<file path="src/rtl/seven_segment_monitor.sv">
// Receive-side decoder for a multiplexed active-low seven-segment bus: rebuilds the four digits,
// strobes on a full frame and flags illegal patterns. Define SEG_MONITOR_HEX_EN to accept A-F.
module seven_segment_monitor #(
    parameter int unsigned STABLE_CYCLES = 16
) (
    input  logic        clk,
    input  logic        reset,
    input  logic [3:0]  anode_sel,
    input  logic [6:0]  led_out,
    input  logic        err_clr,
    output logic [15:0] digits,
    output logic [3:0]  digit_valid,
    output logic        frame_pulse,
    output logic        seg_err
);

    localparam int unsigned CNT_W = 8;
    localparam logic [CNT_W-1:0] CNT_MAX = CNT_W'(STABLE_CYCLES);
    localparam logic [CNT_W-1:0] CNT_ONE = CNT_W'(1);

    localparam logic [1:0] ST_IDLE   = 2'd0;
    localparam logic [1:0] ST_SETTLE = 2'd1;
    localparam logic [1:0] ST_HELD   = 2'd2;

    logic [3:0]       an_q, an_prev_q;
    logic [6:0]       seg_q, seg_prev_q;
    logic [1:0]       state_q, state_d;
    logic [CNT_W-1:0] cnt_q, cnt_d;
    logic [15:0]      digits_q, digits_d;
    logic [3:0]       valid_q, valid_d;
    logic [3:0]       fset_q, fset_d;
    logic             pulse_q, pulse_d;
    logic             err_q, err_d;

    logic       onehot_c;
    logic [1:0] pos_c;
    logic       is_digit_c;
    logic       changed_c;
    logic       capture_c;
    logic [4:0] dec_c;

    // Pattern to {legal, value}; hex letters only when the macro is defined.
    function automatic logic [4:0] decode(input logic [6:0] pat);
        logic [4:0] r;
        r = 5'h00;
        case (pat)
            7'h01: r = {1'b1, 4'h0};
            7'h4F: r = {1'b1, 4'h1};
            7'h12: r = {1'b1, 4'h2};
            7'h06: r = {1'b1, 4'h3};
            7'h4C: r = {1'b1, 4'h4};
            7'h24: r = {1'b1, 4'h5};
            7'h20: r = {1'b1, 4'h6};
            7'h0F: r = {1'b1, 4'h7};
            7'h00: r = {1'b1, 4'h8};
            7'h04: r = {1'b1, 4'h9};
`ifdef SEG_MONITOR_HEX_EN
            7'h08: r = {1'b1, 4'hA};
            7'h60: r = {1'b1, 4'hB};
            7'h31: r = {1'b1, 4'hC};
            7'h42: r = {1'b1, 4'hD};
            7'h30: r = {1'b1, 4'hE};
            7'h38: r = {1'b1, 4'hF};
`else
`endif
            default: r = 5'h00;
        endcase
        return r;
    endfunction

    // Classify the registered sample.
    always_comb begin
        onehot_c = 1'b1;
        pos_c    = 2'd0;
        case (an_q)
            4'b1110: pos_c = 2'd0;
            4'b1101: pos_c = 2'd1;
            4'b1011: pos_c = 2'd2;
            4'b0111: pos_c = 2'd3;
            default: onehot_c = 1'b0;
        endcase
    end

    assign is_digit_c = onehot_c && (seg_q != 7'h7F);
    assign changed_c  = (an_q != an_prev_q) || (seg_q != seg_prev_q);
    assign dec_c      = decode(seg_q);

    always_ff @(posedge clk or posedge reset) begin
        if (reset) begin
            an_q       <= 4'hF;
            seg_q      <= 7'h7F;
            an_prev_q  <= 4'hF;
            seg_prev_q <= 7'h7F;
            state_q    <= ST_IDLE;
            cnt_q      <= '0;
            digits_q   <= 16'h0000;
            valid_q    <= 4'b0000;
            fset_q     <= 4'b0000;
            pulse_q    <= 1'b0;
            err_q      <= 1'b0;
        end else begin
            an_q       <= anode_sel;
            seg_q      <= led_out;
            an_prev_q  <= an_q;
            seg_prev_q <= seg_q;
            state_q    <= state_d;
            cnt_q      <= cnt_d;
            digits_q   <= digits_d;
            valid_q    <= valid_d;
            fset_q     <= fset_d;
            pulse_q    <= pulse_d;
            err_q      <= err_d;
        end
    end

    // Dwell tracking: capture fires on the edge the count reaches STABLE_CYCLES.
    always_comb begin
        state_d   = state_q;
        cnt_d     = cnt_q;
        capture_c = 1'b0;
        case (state_q)
            ST_IDLE: begin
                if (is_digit_c) begin
                    cnt_d   = CNT_ONE;
                    state_d = ST_SETTLE;
                end else begin
                    cnt_d = '0;
                end
            end
            ST_SETTLE, ST_HELD: begin
                if (changed_c) begin
                    if (is_digit_c) begin
                        cnt_d   = CNT_ONE;
                        state_d = ST_SETTLE;
                    end else begin
                        cnt_d   = '0;
                        state_d = ST_IDLE;
                    end
                end else if (state_q == ST_SETTLE && cnt_q < CNT_MAX) begin
                    cnt_d = cnt_q + CNT_ONE;
                    if (cnt_d == CNT_MAX) begin
                        capture_c = 1'b1;
                        state_d   = ST_HELD;
                    end
                end
            end
            default: begin
                state_d = ST_IDLE;
                cnt_d   = '0;
            end
        endcase
    end

    // Capture, frame tracking and sticky error.
    always_comb begin
        digits_d = digits_q;
        valid_d  = valid_q;
        fset_d   = fset_q;
        pulse_d  = 1'b0;
        err_d    = err_q;
        if (err_clr) begin
            err_d = 1'b0;
        end
        if (capture_c) begin
            if (dec_c[4]) begin
                digits_d[{pos_c, 2'b00} +: 4] = dec_c[3:0];
                valid_d[pos_c]                = 1'b1;
                fset_d[pos_c]                 = 1'b1;
            end else begin
                err_d = 1'b1;
            end
        end
        if (fset_d == 4'hF) begin
            pulse_d = 1'b1;
            fset_d  = 4'h0;
        end
    end

    assign digits      = digits_q;
    assign digit_valid = valid_q;
    assign frame_pulse = pulse_q;
    assign seg_err     = err_q;

endmodule

</file>
<file path="config.mk">
export PLATFORM = sky130hd
export DESIGN_NAME = seven_segment_monitor
export DESIGN_NICKNAME = d
export VERILOG_FILES = /design/src/rtl/seven_segment_monitor.sv
export SDC_FILE = /design/constraint.sdc
export NUM_CORES = 1
export LEC_CHECK = 0
export BUFFER_PORTS_ARGS = -buffer_cell sky130_fd_sc_hd__buf_4
export CORE_MARGIN = 1
export CORE_UTILIZATION = 48
export CTS_BUF_LIST = sky130_fd_sc_hd__clkbuf_4
export DETAILED_ROUTE_END_ITERATION = 6
export PLACE_DENSITY = 0.77
export SLEW_MARGIN = 40
export SYNTH_ARGS = -nofsm -noshare
export SYNTH_HDL_FRONTEND = slang
export SYNTH_SLANG_ARGS = --single-unit
</file>
<file path="constraint.sdc">
create_clock -name clk -period 3.31 [get_ports clk]
set_clock_uncertainty 0.2 [all_clocks]
set_input_delay 0.662 -clock clk [delete_from_list [all_inputs] [get_ports clk]]
set_output_delay 0.662 -clock clk [all_outputs]
set_load 0.005 [all_outputs]
</file>
==> results of run 1 <==
==> cell families (layout without fill, tap and decap cells) <==
family	count (synthesis)	count (layout)	synth area share [%]
xor gates and xnor gates	15	15	4.49
adders and majority gates	12	12	5.14
buffers and inverters	25	64	3.94
DFF	58	58	50.6
muxes	14	14	6.85
and+or+nand+nor	87	87	17.3
AOI/OAI and AO/OA	45	45	11.7
==> layout by cell type, fill, tap and decap left out, drive strengths merged, types with 6 or more instances in the layout <==
| cell type | instances |
|---|---|
| buf | 37 |
| clkbuf | 10 |
| xnor2 | 13 |
| ha | 12 |
| inv | 12 |
| mux2 | 12 |
| dfrtp | 36 |
| nand3 | 9 |
| nor2 | 26 |
| dfstp | 22 |
| a21o | 9 |
| nand2 | 12 |
| nor4 | 6 |
| a21oi | 9 |
==> where the power goes <==
group | switching [mW] | total [mW] | internal [mW]
Combinational | 0.0987 | 0.170 | 0.0712
Sequential | 0.0356 | 0.779 | 0.744
Clock | 0.265 | 0.498 | 0.233
Total | 0.400 | 1.45 | 1.05
==> flip-flops by register name, indices dropped and copies added, names as in the netlist <==
signal       count
seg_err          1
state_q          2
an_prev_q        4
digits          16
frame_pulse      1
cnt_q            8
fset_q           4
seg_q            7
an_q             4
digit_valid      4
seg_prev_q       7
==> final cells by class <==
class / instances / area share, %
flip-flops and latches: 58 / 44.1
inverters: 11 / 1.23
clock inverters: 6 / 1.68
multi-input cells: 173 / 39.6
well taps: 75 / 2.80
clock buffers: 10 / 2.24
repair buffers: 37 / 8.29
==> per-stage QoR <==
stage | utilization [%] | std cells | hold slack [ns]
floorplan | - | 256 | 0.152
global route | 57.0 | 370 | 0.110
global placement | 54.7 | 354 | 0.204
detailed placement | 54.7 | 354 | 0.208
finish | 57.0 | 370 | 0.152
CTS | 57.0 | 370 | 0.135
==> routing by layer <==
metal / routed length, um / track usage (%) / vias to the layer above / part of all wire (%)
li1: - / - / 970 / -
met1: 2550 / 24.6 / 974 / 47
met2: 2570 / 30.3 / 42 / 47
met3: 249 / 7.77 / 9 / 4.6
met4: 79 / 7.32 / 0 / 1.4
met5: 0 / 0 / - / 0
==> worst register-to-register path, cell delays in order (launching register included) <==
cell	delay [ns]
sky130_fd_sc_hd__dfrtp_1	0.44
sky130_fd_sc_hd__ha_1	0.28
sky130_fd_sc_hd__or3b_2	0.47
sky130_fd_sc_hd__nand3_1	0.10
sky130_fd_sc_hd__o2111a_1	0.39
sky130_fd_sc_hd__nand4_2	0.29
sky130_fd_sc_hd__nor4_1	0.38
sky130_fd_sc_hd__a21o_1	0.12
==> worst paths after layout <==
| path | endpoint | slack (ns) | depth (start not counted) |
|---|---|---|---|
| max | digits[0] | 0.61 | 7 |
| min | seg_q[4] | 0.15 | 1 |
| max reg2reg | digits[0] | 0.61 | 7 |
| min reg2reg | an_prev_q[2] | 0.22 | 0 |
| max in group asynchronous | seg_q[0] | 1.90 | 3 |
| min in group asynchronous | digit_valid[0] | 0.16 | 2 |
==> results.txt, run 1 <==
----------------------------------------------------
[Die]
  Io pins ... 36
  Die width ... 80.0 um
  Area of the core ... 0.00589 mm2
  Std-Cell Rows ... 28
  Starting density of the core ... 49.7%
  Height of the die ... 80.0 um
  Die outline area ... 0.00641 mm2

[Yosys]
  Synth top area share ... 30.8%
  Cell type with the highest aggregate area in the netlist ... sky130_fd_sc_hd__dfrtp_1
  Library cell with the highest instance count after synthesis ... sky130_fd_sc_hd__dfrtp_1
  Yosys warnings ... 0
  Number of flops mapped to enable cells by yosys ... 0
  Total nets after synthesis ... 282
  Distinct cells, synth ... 54
  Post-synthesis average cell area ... 11.4 um2
  Post-synthesis async set-or-reset flop share ... 100%
  Biggest area contributors in the synthesized netlist ... sky130_fd_sc_hd__dfrtp_1 31%, sky130_fd_sc_hd__dfstp_2 20%, sky130_fd_sc_hd__mux2_4 6.2%
  Part of the Yosys area used for sequential elements ... 50.6%
  Mapped Area ... 0.00292 mm2
  Synth Instances ... 256
  Commonest register cell after synthesis ... sky130_fd_sc_hd__dfrtp_1
  List of most frequent post-synthesis cells ... 36 x sky130_fd_sc_hd__dfrtp_1, 26 x sky130_fd_sc_hd__nor2_1, 22 x sky130_fd_sc_hd__dfstp_2
  Synth Register Bits ... 58

[Worst setup path]
  Worst setup path startpoint ... cnt_q[0]
  Critical path fanouts, max ... 10
  CP max stage cell ... sky130_fd_sc_hd__or3b_2
  Number of buffers and inverters on the critical path ... 0
  Crit path max-delay family ... simple AND/OR/NAND/NOR gates
  Class of the most critical setup path ... reg -> reg
  Worst R2R Start ... cnt_q[0]
  Data arrival time at the worst-slack endpoint ... 2.85 ns
  Element type at the critical path start ... register
  Capturing element type of the critical path ... register
  Longest individual stage delay on the worst path ... 0.47 ns
  Crit path cell chain ... ha_1 -> or3b_2 -> nand3_1 -> o2111a_1 -> nand4_2 -> nor4_1 -> a21o_1
  Required time at the worst-slack endpoint ... 3.47 ns

[Pwr]
  Pleak ... 1.67 nW
  Total Power ... 1.45 mW
  Power density cells ... 432 mW/mm2
  Peak ir drop on the vdd network ... 328 uV

[Placement]
  Total placed instance area ... 0.00322 mm2
  Routability congestion estimate ... 0.825
  Final HPWL DP ... 3870 um
  Buffers on Ports ... 35
  Post-place setup slack ... 0.616 ns

[Min path]
  Critical hold path startpoint ... led_out[4]
  Worst hold path type ... in -> reg

[Routing]
  Final routed DRC violation total ... 0
  Post-DRT Antenna Nets ... 0
  Vias/cell ... 5.39
  Routed wire length ... 5450 um
  Detail-routed net length per standard cell ... 14.7 um
  First-iteration detailed-routing DRC count ... 126
  Count of TritonRoute iterations in the first routing pass ... 4
  Via Count ... 1995

[CTS]
  Buffers inserted by post-CTS timing repair ... 0
  Total of cells resized after clock tree synthesis ... 0
  Clock tree from TritonCTS ... built
  Cell chosen for the clock root ... sky130_fd_sc_hd__clkbuf_4
  CTS Buf Count ... 9
  Worst-case clock buffer depth ... 2
  Number of buffers inserted by hold repair at cts ... 0
  Clock Sink Count ... 58
  Clock transition time at the flip-flop clock pins of the worst setup and hold paths ... 0.10 ns
  Maximum level of the CTS H-tree ... 3
  Clock latency on the worst-skew pair ... 0.41 ns

[Run]
  # Max-Cap Violations ... 0

[STA]
  Final sum of negative setup slack ... 0 ns
  Fin crit share ... 81.5%
  Setup violators final ... 0
  Worst-case setup margin in the final layout ... 0.614 ns
  Headroom to the max-slew limit ... 52.8%
  Maximum clock frequency ... 0.371 GHz
  Unrepaired setup endpoints after global routing ... no
  Time the final worst path needs with I/O delays and setup ... 2.70 ns
  Count of endpoints failing hold in the final timing report ... 0
  Slew Viols, Final ... 0
  Worst-margin pin slew ... 0.707 ns

[Run status]
  Result of the run ... finished, final reports clean

[Layout]
  Final design instance area without fill ... 0.00335 mm2
  Area overhead of the layout relative to synthesis ... 14.7%
  Fill cell count ... 527
  Share of cells above drive strength 1 ... 32.9%
  Area occupied by multi-input gates ... 0.00133 mm2
  N_diodes ... 0
  Seq. cell area ... 0.00148 mm2
  Final Net Count ... 316

[Global route]
  Initial antenna violation count ... 0
  Wire length of the first global-routing pass ... 9230 um
  Pin count of the biggest net entering global routing ... 35
  Grt ovf ... 0
  Via count of the first global-routing pass ... 1963
  Global router's overall resource usage ... 19.6%

----------------------------------------------------
Power figures use the tool's default switching activity.
==> run 2: changes to the inputs <==
--- a/config.mk
+++ b/config.mk
@@ -10,7 +10,7 @@
 export CORE_UTILIZATION = 48
 export CTS_BUF_LIST = sky130_fd_sc_hd__clkbuf_4
 export DETAILED_ROUTE_END_ITERATION = 6
-export PLACE_DENSITY = 0.77
+export PLACE_DENSITY = 0.8
 export SLEW_MARGIN = 40
 export SYNTH_ARGS = -nofsm -noshare
 export SYNTH_HDL_FRONTEND = slang
==> constraint.sdc (replaced) <==
create_clock -name clk -period 2.4 [get_ports clk]
set_clock_uncertainty 0.2 [all_clocks]
set_input_delay 0.48 -clock clk [delete_from_list [all_inputs] [get_ports clk]]
set_output_delay 0.48 -clock clk [all_outputs]
set_load 0.005 [all_outputs]
==> run 2 against run 1 <==
Net effect:
- routed wire length is 17% higher
- final cell count is 13% higher
- clock power is 36% higher
- total power is 46% higher
- critical path depth is 1 higher
- sequential cell count stayed put
- sequential share of layout area is 5.9 points lower
- cell area is 15% higher
- the run now ends with setup timing left
- highest routed layer unchanged
==> results.txt, run 2 (synthesis results as in run 1) <==
----------------------------------------------------
[Run status]
  Result of the run ... finished with violations
  Failing checks ... setup timing

[Layout]
  Final Net Count ... 364 (+15%)
  N_diodes ... 0 (unchanged)
  Area overhead of the layout relative to synthesis ... 32.4%
  Share of cells above drive strength 1 ... 43.7% (+11 points)
  Highest-count cells in the layout ignoring fill and taps ... 69 x sky130_fd_sc_hd__buf_4, 36 x sky130_fd_sc_hd__dfrtp_1, 25 x sky130_fd_sc_hd__nor2_1, 22 x sky130_fd_sc_hd__dfstp_2
  Fill cell count ... 449 (-15%)
  Largest register FFs ... 16 (unchanged)
  Final design instance area without fill ... 0.00387 mm2 (+15%)
  Most common cell after layout, fill and taps aside ... sky130_fd_sc_hd__buf_4

[Die]
  Die width ... 80.0 um (unchanged)
  Starting density of the core ... 49.7% (unchanged)
  Height of the die ... 80.0 um (unchanged)
  Die outline area ... 0.00641 mm2 (unchanged)
  Area of the core ... 0.00589 mm2 (unchanged)
  Std-Cell Rows ... 28 (unchanged)
  Io pins ... 36 (unchanged)

[Worst setup path]
  Data arrival time at the worst-slack endpoint ... 2.56 ns (-0.29 ns)
  Capturing element type of the critical path ... register
  Critical path fanouts, max ... 7 (-3)
  Worst setup path startpoint ... seg_q[6]
  Required time at the worst-slack endpoint ... 2.51 ns (-0.96 ns)
  Crit path max-delay family ... compound AO/OA/AOI/OAI gates
  Number of buffers and inverters on the critical path ... 3 (+3)
  CP dominant cell by count ... sky130_fd_sc_hd__buf_4
  Class of the most critical setup path ... reg -> reg
  Worst R2R Start ... seg_q[6]
  Element type at the critical path start ... register
  Longest individual stage delay on the worst path ... 0.42 ns (-0.05 ns)
  Crit path cell chain ... buf_4 -> a2111o_1 -> a211oi_2 -> a211o_4 -> nand4_2 -> buf_4 -> buf_4 -> a21o_1
  CP max stage cell ... sky130_fd_sc_hd__a2111o_1

[Pwr]
  Cell internal power dissipation ... 1.52 mW (+45%)
  Net switching power figure ... 0.590 mW (+48%)
  Peak ir drop on the vdd network ... 416 uV (+27%)
  Part of the power in the clock network ... 32.0% (-2.4 points)
  Pleak ... 1.92 nW (+15%)
  Combinational share of power ... 18.0% (+6.3 points)
  Net Sw Frac ... 28.0% (+0.37 points)
  Power density cells ... 545 mW/mm2 (+26%)
  Sequential power share ... 49.9% (-3.9 points)

[STA]
  Final sum of negative setup slack ... -0.433 ns (-0.433 ns)
  Setup violators final ... 15 (+15)
  Headroom to the max-slew limit ... 64.8% (+12 points)
  Unrepaired setup endpoints after global routing ... yes
  Count of endpoints failing hold in the final timing report ... 0 (unchanged)
  Slew Viols, Final ... 0 (unchanged)
  Time the final worst path needs with I/O delays and setup ... 2.45 ns (-0.245 ns)
  Fin Hold WS ... 0.0520 ns (-0.0997 ns)
  Worst-margin pin slew ... 0.527 ns (-0.180 ns)
  Fin crit share ... 102% (+21 points)
  Worst-case setup margin in the final layout ... -0.0519 ns (-0.665 ns)
  Maximum clock frequency ... 0.408 GHz (+10%)

[Routing]
  Post-DRT Antenna Nets ... 0 (unchanged)
  Detail-routed net length per standard cell ... 15.2 um (+3.2%)
  Routed wire length ... 6350 um (+17%)
  First-iteration detailed-routing DRC count ... 79 (-37%)
  Vias/cell ... 5.28 (-2.2%)
  Final routed DRC violation total ... 0 (unchanged)
  Via Count ... 2205 (+11%)
  Count of TritonRoute iterations in the first routing pass ... 4 (unchanged)

[Global route]
  Pin count of the biggest net entering global routing ... 37 (+5.7%)
  Wire length of the first global-routing pass ... 10400 um (+13%)
  Via count of the first global-routing pass ... 2202 (+12%)
  Global router's overall resource usage ... 22.5% (+2.9 points)
  Initial antenna violation count ... 0 (unchanged)
  Grt ovf ... 0 (unchanged)

[CTS]
  Cell chosen for the clock root ... sky130_fd_sc_hd__clkbuf_4
  Clock Sink Count ... 58 (unchanged)
  CTS Buf Count ... 9 (unchanged)
  Clock transition time at the flip-flop clock pins of the worst setup and hold paths ... 0.10 ns (about the same)
  Maximum level of the CTS H-tree ... 3 (unchanged)
  Clock latency on the worst-skew pair ... 0.41 ns (about the same)
  Worst-case clock buffer depth ... 2 (unchanged)
  Clock tree from TritonCTS ... built

[Placement]
  Final HPWL DP ... 4490 um (+16%)
  Buffers on Ports ... 35 (unchanged)
  Total placed instance area ... 0.00352 mm2 (+9.2%)
  Routability congestion estimate ... 0.803 (-2.7%)

[Run]
  # Max-Cap Violations ... 0 (unchanged)

[Min path]
  Worst hold path type ... in -> reg
  Critical hold path startpoint ... err_clr

----------------------------------------------------
-- run 2: path summary, 6_finish.rpt --
check | to | slack, ns | cells past startpoint
setup / recovery | digits[2] | -0.05 | 8
max in group asynchronous | seg_prev_q[2] | 0.90 | 4
min in group asynchronous | digits[2] | 0.46 | 3
setup reg to reg | digits[2] | -0.05 | 8
hold / removal | seg_err | 0.05 | 2
hold reg to reg | seg_prev_q[6] | 0.19 | 0
-- run 2: cell type report --
class                   instances  area [um2]  area share [%]
multi-input cells             173        1440            37.1
inverters                      11        41.3            1.07
flip-flops and latches         58        1480            38.2
repair buffers                 85         692            17.9
clock inverters                 7        60.1            1.55
well taps                      75        93.8            2.42
clock buffers                   9        67.6            1.75
-- run 2: timing repair --
item,in CTS,in global routing
hold buffers,12,0
pin swaps,11,0
buffers inserted,1,0
endpoints found under the hold margin,29,0
endpoints found under the setup margin,21,23
resized for setup,11,7
-- run 2: power groups by stage --
stage / registers [mW] / logic, mW / clock network, mW
floorplan: 1.07 / 0.209 / 0
global placement: 1.06 / 0.342 / 0
detailed placement: 1.07 / 0.354 / 0
CTS: 1.05 / 0.379 / 0.686
global route: 1.06 / 0.426 / 0.726
finish: 1.05 / 0.381 / 0.675
-- run 2: per-layer routing --
layer / up-vias / routed length [um] / global-route usage [%]
met5: - / 0 / 0
met4: 0 / 82 / 8.21
met3: 9 / 212 / 7.54
met2: 40 / 3360 / 37.6
met1: 1088 / 2700 / 26.7
li1: 1068 / - / -
-- run 2: metrics by stage --
step           setup slack [ns]  std cells  total power [mW]  utilization [%]
5_1_grt                 -0.0959        418              2.21             65.8
6_report                -0.0519        418              2.11             65.8
2_1_floorplan           -0.0339        256              1.27                -
3_3_place_gp            -0.0301        389              1.41             59.8
4_1_cts                 -0.0445        418              2.12             65.1
3_5_place_dp            -0.0760        389              1.42             59.8
==> run 3: changes to the inputs <==
--- a/config.mk
+++ b/config.mk
@@ -6,11 +6,13 @@
 export NUM_CORES = 1
 export LEC_CHECK = 0
 export BUFFER_PORTS_ARGS = -buffer_cell sky130_fd_sc_hd__buf_4
+export CORE_ASPECT_RATIO = 0.8
 export CORE_MARGIN = 1
 export CORE_UTILIZATION = 48
 export CTS_BUF_LIST = sky130_fd_sc_hd__clkbuf_4
+export CTS_CLUSTER_SIZE = 40
 export DETAILED_ROUTE_END_ITERATION = 6
-export PLACE_DENSITY = 0.8
+export PLACE_DENSITY = 0.77
 export SLEW_MARGIN = 40
 export SYNTH_ARGS = -nofsm -noshare
 export SYNTH_HDL_FRONTEND = slang
==> constraint.sdc (replaced) <==
create_clock -name clk -period 3.02 [get_ports clk]
set_clock_uncertainty 0.2 [all_clocks]
set_input_delay 0.604 -clock clk [delete_from_list [all_inputs] [get_ports clk]]
set_output_delay 0.604 -clock clk [all_outputs]
set_load 0.005 [all_outputs]
==> run 3 against run 2 <==
Net effect:
- the flow now finishes without violations
- die area about the same
- combinational power fell by 51%
- via count down 9.1%
- sequential cell count stayed put
- global-route usage is 3.3 points lower
- final cell count is 10% lower
- worst setup slack better by 0.26 ns
- sequential power fell by 19%
- clock power is 35% lower
- critical path depth is 1 lower
- non-clock buffer count is 48 lower
- count of clock-buffer cells in the layout stayed put
- critical endpoint unchanged
- largest cell class unchanged
- largest power group unchanged
- highest routed layer unchanged
==> results.txt, run 3 (synthesis results as in run 1) <==
----------------------------------------------------
[STA]
  Setup violators final ... 0 (-15)
  Count of endpoints failing hold in the final timing report ... 0 (unchanged)
  Fin crit share ... 93.1% (-9.1 points)
  Time the final worst path needs with I/O delays and setup ... 2.81 ns (+0.360 ns)
  Worst-margin pin slew ... 0.718 ns (+0.191 ns)
  Headroom to the max-slew limit ... 52.1% (-13 points)
  Worst-case setup margin in the final layout ... 0.208 ns (+0.260 ns)
  Unrepaired setup endpoints after global routing ... no
  Maximum clock frequency ... 0.356 GHz (-13%)
  Slew Viols, Final ... 0 (unchanged)
  Final sum of negative setup slack ... 0 ns (+0.433 ns)

[Die]
  Die outline area ... 0.00641 mm2 (about the same)
  Io pins ... 36 (unchanged)
  Height of the die ... 71.8 um (-10%)
  Area of the core ... 0.00588 mm2 (about the same)
  Std-Cell Rows ... 25 (-11%)
  Die width ... 89.2 um (+12%)
  Starting density of the core ... 49.7% (about the same)

[Min path]
  Critical hold path startpoint ... anode_sel[1]
  Hold EP ... an_q[1]
  Worst hold path type ... in -> reg
  Count of cells along the worst hold path ... 1 (-1)

[Placement]
  Routability congestion estimate ... 0.826 (+2.8%)
  Final HPWL DP ... 3960 um (-12%)
  Buffers on Ports ... 35 (unchanged)
  Post-place setup slack ... 0.284 ns (+0.360 ns)
  Total placed instance area ... 0.00323 mm2 (-8.3%)

[Worst setup path]
  Required time at the worst-slack endpoint ... 3.16 ns (+0.65 ns)
  Crit path max-delay family ... simple AND/OR/NAND/NOR gates
  R2R setup slack ... 0.21 ns (+0.26 ns)
  Class of the most critical setup path ... reg -> reg
  Worst R2R Start ... cnt_q[0]
  Logic depth of the worst register-to-register path ... 7 (-1)
  Number of buffers and inverters on the critical path ... 0 (-3)
  Data arrival time at the worst-slack endpoint ... 2.95 ns (+0.39 ns)
  R2R Path End ... digits[2]
  CP max stage cell ... sky130_fd_sc_hd__or3b_2
  Longest individual stage delay on the worst path ... 0.47 ns (+0.05 ns)
  Crit path cell chain ... ha_1 -> or3b_2 -> nand3_1 -> o2111a_1 -> nand4_2 -> nor4_1 -> a21o_1
  Element type at the critical path start ... register
  Critical path fanouts, max ... 10 (+3)
  Capturing element type of the critical path ... register
  Worst setup path startpoint ... cnt_q[0]

[CTS]
  CTS Buf Count ... 9 (unchanged)
  Number of buffers inserted by hold repair at cts ... 0 (-12)
  Worst-case clock buffer depth ... 2 (unchanged)
  Maximum level of the CTS H-tree ... 3 (unchanged)
  Buffers inserted by post-CTS timing repair ... 0 (-1)
  Clock transition time at the flip-flop clock pins of the worst setup and hold paths ... 0.10 ns (about the same)
  Clock latency on the worst-skew pair ... 0.39 ns (-0.02 ns)
  Clock Sink Count ... 58 (unchanged)
  Clock tree from TritonCTS ... built
  Total of cells resized after clock tree synthesis ... 0 (-11)
  Cell chosen for the clock root ... sky130_fd_sc_hd__clkbuf_4

[Pwr]
  Power density cells ... 445 mW/mm2 (-18%)
  Peak ir drop on the vdd network ... 265 uV (-36%)
  Pleak ... 1.65 nW (-14%)

[Layout]
  N_diodes ... 0 (unchanged)
  Share of cells above drive strength 1 ... 32.5% (-11 points)
  Final Net Count ... 316 (-13%)
  Final design instance area without fill ... 0.00333 mm2 (-14%)
  Highest-count cells in the layout ignoring fill and taps ... 37 x sky130_fd_sc_hd__buf_4, 36 x sky130_fd_sc_hd__dfrtp_1, 26 x sky130_fd_sc_hd__nor2_1, 22 x sky130_fd_sc_hd__dfstp_2, 13 x sky130_fd_sc_hd__xnor2_1
  Largest register FFs ... 16 (unchanged)
  Area overhead of the layout relative to synthesis ... 14.0%
  Most common cell after layout, fill and taps aside ... sky130_fd_sc_hd__buf_4
  Fill cell count ... 518 (+15%)

[Run]
  # Max-Cap Violations ... 0 (unchanged)

[Global route]
  Via count of the first global-routing pass ... 1920 (-13%)
  Global router's overall resource usage ... 19.2% (-3.3 points)
  Initial antenna violation count ... 0 (unchanged)
  Pin count of the biggest net entering global routing ... 59 (+59%)
  Wire length of the first global-routing pass ... 9210 um (-12%)
  Grt ovf ... 0 (unchanged)

[Routing]
  Via Count ... 2004 (-9.1%)
  Count of TritonRoute iterations in the first routing pass ... 4 (unchanged)
  Routed wire length ... 5530 um (-13%)
  Detail-routed net length per standard cell ... 14.7 um (-3.2%)
  Vias/cell ... 5.33 (+1.0%)
  Post-DRT Antenna Nets ... 0 (unchanged)
  First-iteration detailed-routing DRC count ... 149 (+89%)
  Final routed DRC violation total ... 0 (unchanged)

[Run status]
  Result of the run ... finished, final reports clean

----------------------------------------------------
[run 3: worst max path at each step]
stage | cells past startpoint | endpoint
floorplan | 7 | digits[12]
global placement | 7 | digits[2]
detailed placement | 7 | digits[2]
CTS | 7 | digits[2]
global route | 7 | digits[2]
finish | 7 | digits[2]
[run 3: layer usage]
| layer | global-route usage, % | routed length [um] | vias up |
|---|---|---|---|
| met3 | 5.99 | 253 | 5 |
| li1 | - | - | 969 |
| met5 | 0 | 0 | - |
| met1 | 27.5 | 2690 | 984 |
| met4 | 5.64 | 42 | 0 |
| met2 | 27.9 | 2540 | 46 |
[run 3: area by class of cell]
cell class	instances	area (um2)	share of cell area [%]
Multi-Input combinational cell	173	1330	39.9
Clock inverter	7	35.0	1.05
Sequential cell	58	1480	44.4
Inverter	11	41.3	1.24
Clock buffer	9	67.6	2.03
Timing Repair Buffer	37	278	8.34
Tap cell	81	101	3.04
[run 3: metrics by stage]
step                      std cells  hold slack, ns  power (mW)  utilization, %
after floorplan                 256           0.152        1.00               -
after global placement          360           0.204        1.05            54.9
after detailed placement        360           0.209        1.06            54.9
after CTS                       376          0.0878        1.50            56.6
after global routing            376          0.0782        1.56            56.6
final                           376           0.112        1.48            56.6
[run 3: power breakdown]
part / internal (mW) / switching [mW] / total, mW
Clock: 0.158 / 0.280 / 0.438
Combinational: 0.0783 / 0.110 / 0.188
Sequential: 0.815 / 0.0401 / 0.855
